<file path="config.mk">
export PLATFORM = sky130hd
export DESIGN_NAME = seg7_mux_driver
export DESIGN_NICKNAME = d
export VERILOG_FILES = /design/src/rtl/seg7_mux_driver.sv
export SDC_FILE = /design/constraint.sdc
export NUM_CORES = 1
export LEC_CHECK = 0
export ABC_AREA = 1
export CAP_MARGIN = 20
export CORE_UTILIZATION = 58
export CTS_CLUSTER_DIAMETER = 120
export DETAILED_ROUTE_END_ITERATION = 7
export PLACE_DENSITY = 0.93
export SLEW_MARGIN = 15
export SYNTH_ARGS = -nofsm -noshare
export SYNTH_HDL_FRONTEND = slang
export SYNTH_SLANG_ARGS = --single-unit
</file>
<file path="constraint.sdc">
create_clock -name clk -period 4.32 [get_ports clk]
set_clock_uncertainty 0.05 [all_clocks]
set_input_delay 1.296 -clock clk [delete_from_list [all_inputs] [get_ports clk]]
set_output_delay 1.296 -clock clk [all_outputs]
set_load 0.01 [all_outputs]
</file>
<file path="src/rtl/seg7_mux_driver.sv">
// Time-multiplexed N-digit BCD to 7-segment driver with a shadow register.
// It also supports optional leading-zero blanking and selectable output polarity.
`timescale 1ns/1ps
module seg7_mux_driver #(
  parameter int NUM_DIGITS    = 4,
  parameter int REFRESH_DIV   = 50000,
  parameter int ACTIVE_LOW    = 1,
  parameter int BLANK_LEADING = 1,
  localparam int IDX_W = (NUM_DIGITS > 1) ? $clog2(NUM_DIGITS) : 1,
  localparam int CNT_W = $clog2(REFRESH_DIV)
) (
  input  logic                    clk,
  input  logic                    rst,
  input  logic                    enable,
  input  logic                    load,
  input  logic [4*NUM_DIGITS-1:0] bcd_in,
  input  logic [NUM_DIGITS-1:0]   dp_in,
  output logic [6:0]              seg,
  output logic                    dp,
  output logic [NUM_DIGITS-1:0]   an,
  output logic [IDX_W-1:0]        digit_idx
);

  localparam logic POL = (ACTIVE_LOW != 0);

  logic [4*NUM_DIGITS-1:0] bcd_sh_r;
  logic [NUM_DIGITS-1:0]   dp_sh_r;
  logic [CNT_W-1:0]        cnt_r;
  logic [IDX_W-1:0]        idx_r;

  logic [3:0]            cur_s;
  logic                  cur_dp_s;
  logic                  cur_blank_s;
  logic                  upper_zero_s;
  logic [6:0]            seg_s;
  logic [NUM_DIGITS-1:0] an_s;

  function automatic logic [6:0] decode(input logic [3:0] v);
    logic [6:0] s;
    case (v)
      4'd0:    s = 7'b1111110;
      4'd1:    s = 7'b0110000;
      4'd2:    s = 7'b1101101;
      4'd3:    s = 7'b1111001;
      4'd4:    s = 7'b0110011;
      4'd5:    s = 7'b1011011;
      4'd6:    s = 7'b1011111;
      4'd7:    s = 7'b1110000;
      4'd8:    s = 7'b1111111;
      4'd9:    s = 7'b1111011;
      default: s = 7'b0000000;
    endcase
    return s;
  endfunction

  // Shadow capture of the displayed value
  always_ff @(posedge clk or posedge rst) begin
    if (rst) begin
      bcd_sh_r <= '0;
      dp_sh_r  <= '0;
    end else if (load) begin
      bcd_sh_r <= bcd_in;
      dp_sh_r  <= dp_in;
    end
  end

  // Refresh counter and digit scan index; both hold while disabled
  always_ff @(posedge clk or posedge rst) begin
    if (rst) begin
      cnt_r <= '0;
      idx_r <= '0;
    end else if (enable) begin
      if (cnt_r == CNT_W'(REFRESH_DIV - 1)) begin
        cnt_r <= '0;
        idx_r <= (idx_r == IDX_W'(NUM_DIGITS - 1)) ? '0 : idx_r + IDX_W'(1);
      end else begin
        cnt_r <= cnt_r + CNT_W'(1);
      end
    end
  end

  // Select current digit; scan from the top so upper_zero_s covers digits above k
  always_comb begin
    cur_s        = 4'd0;
    cur_dp_s     = 1'b0;
    cur_blank_s  = 1'b0;
    upper_zero_s = 1'b1;
    for (int k = NUM_DIGITS - 1; k >= 0; k--) begin
      if (IDX_W'(k) == idx_r) begin
        cur_s       = bcd_sh_r[4*k +: 4];
        cur_dp_s    = dp_sh_r[k];
        cur_blank_s = upper_zero_s && (bcd_sh_r[4*k +: 4] == 4'd0) && (k != 0);
      end else begin
        cur_blank_s = cur_blank_s;
      end
      upper_zero_s = upper_zero_s && (bcd_sh_r[4*k +: 4] == 4'd0);
    end
  end

  // Segment pattern and one-hot enable for the selected digit
  always_comb begin
    seg_s = 7'd0;
    an_s  = NUM_DIGITS'(1) << idx_r;
    if ((BLANK_LEADING != 0) && cur_blank_s) begin
      seg_s = 7'd0;
    end else begin
      seg_s = decode(cur_s);
    end
  end

  // Output register; polarity applied only here
  always_ff @(posedge clk or posedge rst) begin
    if (rst) begin
      seg <= {7{POL}};
      dp  <= POL;
      an  <= {NUM_DIGITS{POL}};
    end else if (enable) begin
      seg <= seg_s ^ {7{POL}};
      dp  <= cur_dp_s ^ POL;
      an  <= an_s ^ {NUM_DIGITS{POL}};
    end else begin
      seg <= {7{POL}};
      dp  <= POL;
      an  <= {NUM_DIGITS{POL}};
    end
  end

  assign digit_idx = idx_r;

endmodule

</file>
### After elaboration in Yosys (flattened, before gate mapping)

Memories as Yosys holds them, arrays and structs flattened.
Index checks and enable logic that the tools add are counted.

| storage, ports and cells | value |
|---|---|
| memory bits (read-only) | 112 |
| output and inout port bits | 14 |
| logic and storage cells | 44 |
| input bits | 24 |
| bits in registers | 50 |
| memories | 1 |

| operators by class | value |
|---|---|
| bitwise operators | 3 |
| mux-type cells | 18 |
| shift operators | 1 |
| reduce and logical (&&, ||, !) cells | 7 |
| equality and inequality tests | 5 |
| add/subtract/negate cells | 2 |

Memories:

| name | depth | bits a word | read ports | clocked after memory_dff | wr ports | line | text |
|---|---|---|---|---|---|---|---|
| (name not given) | 16 | 7 | 1 | 0 | 0 | 40 | `case (v)` |

Operator list:

| operator | count |
|---|---|
| two-way mux 4 bit | 5 |
| adder 16 x 1 -> 16 bit, second input constant | 1 |
| == test 16 bit, second input constant | 1 |
| two-way mux 16 bit | 1 |
| two-way mux 7 bit | 2 |
| zero test 4 bit | 3 |
| two-way mux 1 bit | 9 |
| inverter 7 bit | 1 |
| == test 2 bit, first input constant | 2 |
| inverter 4 bit | 1 |
| << shifter 1 x 2 -> 4 bit, first input constant | 1 |
| adder 2 x 1 -> 2 bit, second input constant | 1 |
| == test 1 x 2 -> 1 bit, first input constant | 1 |
| == test 2 bit, second input constant | 1 |
| logical AND 1 bit | 2 |
| zero test 2 bit | 1 |
| two-way mux 2 bit | 1 |
| AND reduction 2 bit | 1 |
| inverter 1 bit | 1 |

### Longest topological paths before layout

An unclocked memory read counts as a cell.

| logic depth | value |
|---|---|
| word-level depth | 9 |
| depth in mapped cells | 13 |
| depth with buffers taken out | 13 |

### Worst setup path after synthesis

No wires, ideal clock.

| timing | value |
|---|---|
| path kind | input to register |
| start point | input enable |
| end point | register idx_r[0] (netlist: digit_idx[0]) |
| required time | 4.150 ns |
| buffers on the path | 1 |
| arrival time | 2.118 ns |
| stages | 6 |
| slack | 2.032 ns |
| library setup time | 0.120 ns |
| cells stage by stage | buf_2 > nand4_1 > nor3_4 > o21ai_1 > o21ai_0 > inv_1 |

| between the ends | value |
|---|---|
| word-level cells in the longest chain between the ends | 1 |

Ends and longest elaborated chain:

| what | line | text |
|---|---|---|
| start: declaration | 14 | `input logic enable,` |
| AND reduction 2 bit (no line) | -- |  |
| end signal: assignment | 75 | `idx_r <= (idx_r == IDX_W'(NUM_DIGITS - 1)) ? '0 : idx_r + IDX_W'(1);` |
| end: declaration | 29 | `logic [IDX_W-1:0] idx_r;` |

Every way passes these cells.
A chain may end at the register's enable or synchronous reset.

### Final worst setup path

Ends and elaborated chain as after synthesis.

==> impl_metrics.csv <==
group,metric,value,unit
pwr,peakVddDrop,0.000258,V
min_path,whs_endpoint,"cnt_r[1]",
global_route,grt_usage,0.238,
detailed_routing,routed_wl,5.31,mm
sta,min_period,2.89,ns
final_layout,nNetsFinal,392,
sta,rsz0062_at_grt,"false",
run,drv_cap,0,
worst_setup_path,timing.rr.end,"seg[3]",
cts,htree_num_levels,2,
cts,postCtsResizedCells,0,
cts,root_buffer,"clkbuf_8",
global_route,grt_pass1_vias,2101,
synth,yosysTopAreaCell,"dfrtp_1",
worst_setup_path,crit_arrival,3.04,ns
global_route,antenna_found_initial,0,
sta,tns,0,ns
worst_setup_path,slowest_delay,0.89,ns
sta,fmax,346,MHz
worst_setup_path,crit_family,"buffers and inverters",
detailed_routing,drt-initial-drc-count,127,
worst_setup_path,crit_path_cell_trace,"clkdlybuf4s50_1 > nand4_1 > nor3_4 > o21ai_1 > o21ai_0 > inv_1",
cts,clkLatencyLatePin,0.31,ns
min_path,hold_depth,2,
synth,synth_area_per_cell,8.21,µm²
place,gp_congestion,0.886,
outcome,status,"finished clean",
cts,path_clk_slew,0.09,ns
worst_setup_path,worst-r2r-cell-count,11,
place,hpwl,3.92,mm
pwr,powerDensity,348,nW/µm²
sta,worst_slew_pin_slew,0.831,ns
floorplanning,io_pins,38,
detailed_routing,routed_via_density,5.44,
floorplanning,die_h,69.4,µm
synth,synthTopCellsByArea,"dfrtp_1 36%, dfstp_2 12%, nand2_1 12%, inv_1 5.7%, nand3_1 4.9%",
cts,cts_tree,"built",
worst_setup_path,critPathMaxFanout,18,
final_layout,post-route-util,0.719,
worst_setup_path,path_class,"input port to flip-flop",
detailed_routing,wire_per_inst,12.9,µm
final_layout,synthToLayoutAreaGrowth,18.7,%
floorplanning,die_area,4820,µm²
sta,slew_headroom,0.445,
final_layout,post_route_cells_drive_above_1_share,0.109,
cts,hold_buffers,0,
detailed_routing,vias,2235,
sta,post-route-period-util,0.669,
floorplanning,core-area,4350,µm²
synth,synth_top_area_share,0.361,
detailed_routing,firstDrtPassIters,4,
worst_setup_path,crit_buf_inv,2,
worst_setup_path,worstReg2RegStart,"digit_idx[1]",
synth,synth-seq-cells,50,
worst_setup_path,critPathCaptureType,"flip-flop",
final_layout,diodes,0,
sta,finalSetupViolations,0,
cts,cts_max_path_buffers,2,
synth,syn_inst,321,
worst_setup_path,r2r_slack,2.03,ns
cts,cts.sink_count,50,
global_route,grt_pass1_wl,9.05,mm
worst_setup_path,start_kind,"input port",
detailed_routing,ant_nets,0,
detailed_routing,drc_errors,0,
floorplanning,die_w,69.4,µm
floorplanning,start_util,0.605,
floorplanning,floorplan.rows,24,
sta,whs,0.475,ns
worst_setup_path,cp-startpoint,"enable",
synth,syn_area,2640,µm²
global_route,grt_max_degree,51,
cts,numCtsBuffers,5,
min_path,hold_class,"flip-flop to flip-flop",
sta,hold_viol,0,
min_path,min-delay-start,"cnt_r[1]",
cts,postCtsSetupBuffers,0,
synth,yosysSeqAreaShare,0.480,
worst_setup_path,worst_path_max_delay_cell,"clkdlybuf4s50_1",
pwr,p_leak,1.47,nW
place,portBuffers,37,
worst_setup_path,required,4.47,ns
synth,synth_warnings,0,
synth,ys_types,26,
global_route,gr-total-overflow,0,
synth,syn_nets,355,
sta,drv_slew,0,
[registers in the layout (all words and copies together) (netlist names)]
register,flops
dp,1
dp_sh_r,4
digit_idx,2
seg,7
bcd_sh_r,16
an,4
cnt_r,16
[where the power goes]
| group | internal, W | switching [W] |
|---|---|---|
| clock | 0.000115 | 0.000156 |
| combinational | 0.000102 | 0.000125 |
| sequential | 0.000536 | 0.0000540 |
| total | 0.000752 | 0.000336 |
[cell type report]
type                    count  area, µm²
clock buffers               7       76.3
clock inverters             1       7.51
fillers                   347       1220
inverters                  43        163
multi-input cells         220       1170
flip-flops and latches     50       1270
well taps                  52       65.1
repair buffers             38        378
[worst min-delay path, stage by stage, from the launching register on]
cell     delay [ns]
dfrtp_1        0.37
nand2_1        0.07
nand2_1        0.06
[metal layers]
metal / part of all wire / GRT usage / vias to the layer above
met5: 0 / 0 / -
met4: 0.013 / 0.0726 / 0
met3: 0.052 / 0.0523 / 9
met2: 0.51 / 0.401 / 79
met1: 0.43 / 0.307 / 1051
li1: - / - / 1096
[synthesized netlist by cell type]
library cell,n
and2_0,1
nand2_1,84
a21oi_1,12
nor2_1,25
nand3_1,26
nand3b_1,4
ha_1,10
nand2_2,4
mux2_2,7
nor2_2,1
dfrtp_1,38
inv_1,40
buf_2,4
nand4_1,10
or2_0,1
a21oi_2,1
inv_2,3
o21ai_1,1
xor2_1,6
dfstp_2,12
nor3_4,2
o21ai_0,20
clkbuf_1,4
nor2_4,1
xnor2_1,1
nor3_1,3
[layout by cell type (no fill, tap or decap)]
| master | Yosys | final |
|---|---|---|
| nor3_4 | 2 | 2 |
| nand3b_1 | 4 | 4 |
| nand2_1 | 84 | 84 |
| buf_4 | 0 | 1 |
| o21ai_0 | 20 | 20 |
| nor3_1 | 3 | 3 |
| mux2_2 | 7 | 7 |
| or2_0 | 1 | 1 |
| clkbuf_1 | 4 | 2 |
| clkinvlp_4 | 0 | 1 |
| clkinv_2 | 0 | 1 |
| clkdlybuf4s50_1 | 0 | 37 |
| o21ai_1 | 1 | 1 |
| ha_1 | 10 | 10 |
| clkbuf_8 | 0 | 5 |
| nor2_1 | 25 | 25 |
| nor2_4 | 1 | 1 |
| xnor2_1 | 1 | 1 |
| inv_1 | 40 | 39 |
| nand4_1 | 10 | 10 |
| and2_0 | 1 | 1 |
| nor2_2 | 1 | 1 |
| dfstp_2 | 12 | 12 |
| a21oi_2 | 1 | 1 |
| dfrtp_1 | 38 | 38 |
| a21oi_1 | 12 | 12 |
| nand3_1 | 26 | 26 |
| inv_2 | 3 | 3 |
| nand2_2 | 4 | 4 |
| xor2_1 | 6 | 6 |
[cells by family (layout without fill, tap and decap cells)]
| group | count (synthesis) | in the layout | synth area share |
|---|---|---|---|
| AO/OA/AOI/OAI | 34 | 34 | 0.0660 |
| XOR/XNOR | 7 | 7 | 0.0233 |
| adder cells (fa/ha/maj) | 10 | 10 | 0.0475 |
| buffers and inverters | 51 | 89 | 0.0745 |
| flip-flops | 50 | 50 | 0.480 |
| multiplexers | 7 | 7 | 0.0299 |
| AND/OR/NAND/NOR | 162 | 162 | 0.279 |
[metrics by stage]
stage / area (µm²) / power, W / instances / setup WS (ns)
after detailed placement: 3040 / 0.000824 / 403 / 1.13
after global routing: 3130 / 0.00115 / 411 / 1.28
after CTS: 3130 / 0.00109 / 411 / 1.45
after floorplan: 2640 / 0.000743 / 321 / 1.79
after global placement: 3040 / 0.000812 / 403 / 1.15
final: 3130 / 0.00109 / 411 / 1.43
[worst max path at each step]
stage                              end  slack [ns]  cells after the start
after floorplan            bcd_sh_r[0]        1.79                      1
after global placement    digit_idx[0]        1.15                      6
after detailed placement  digit_idx[0]        1.13                      6
after CTS                    cnt_r[11]        1.45                      7
after global routing         cnt_r[11]        1.28                      7
final                     digit_idx[0]        1.43                      6
No activity file was read; power rests on OpenSTA's default activity.
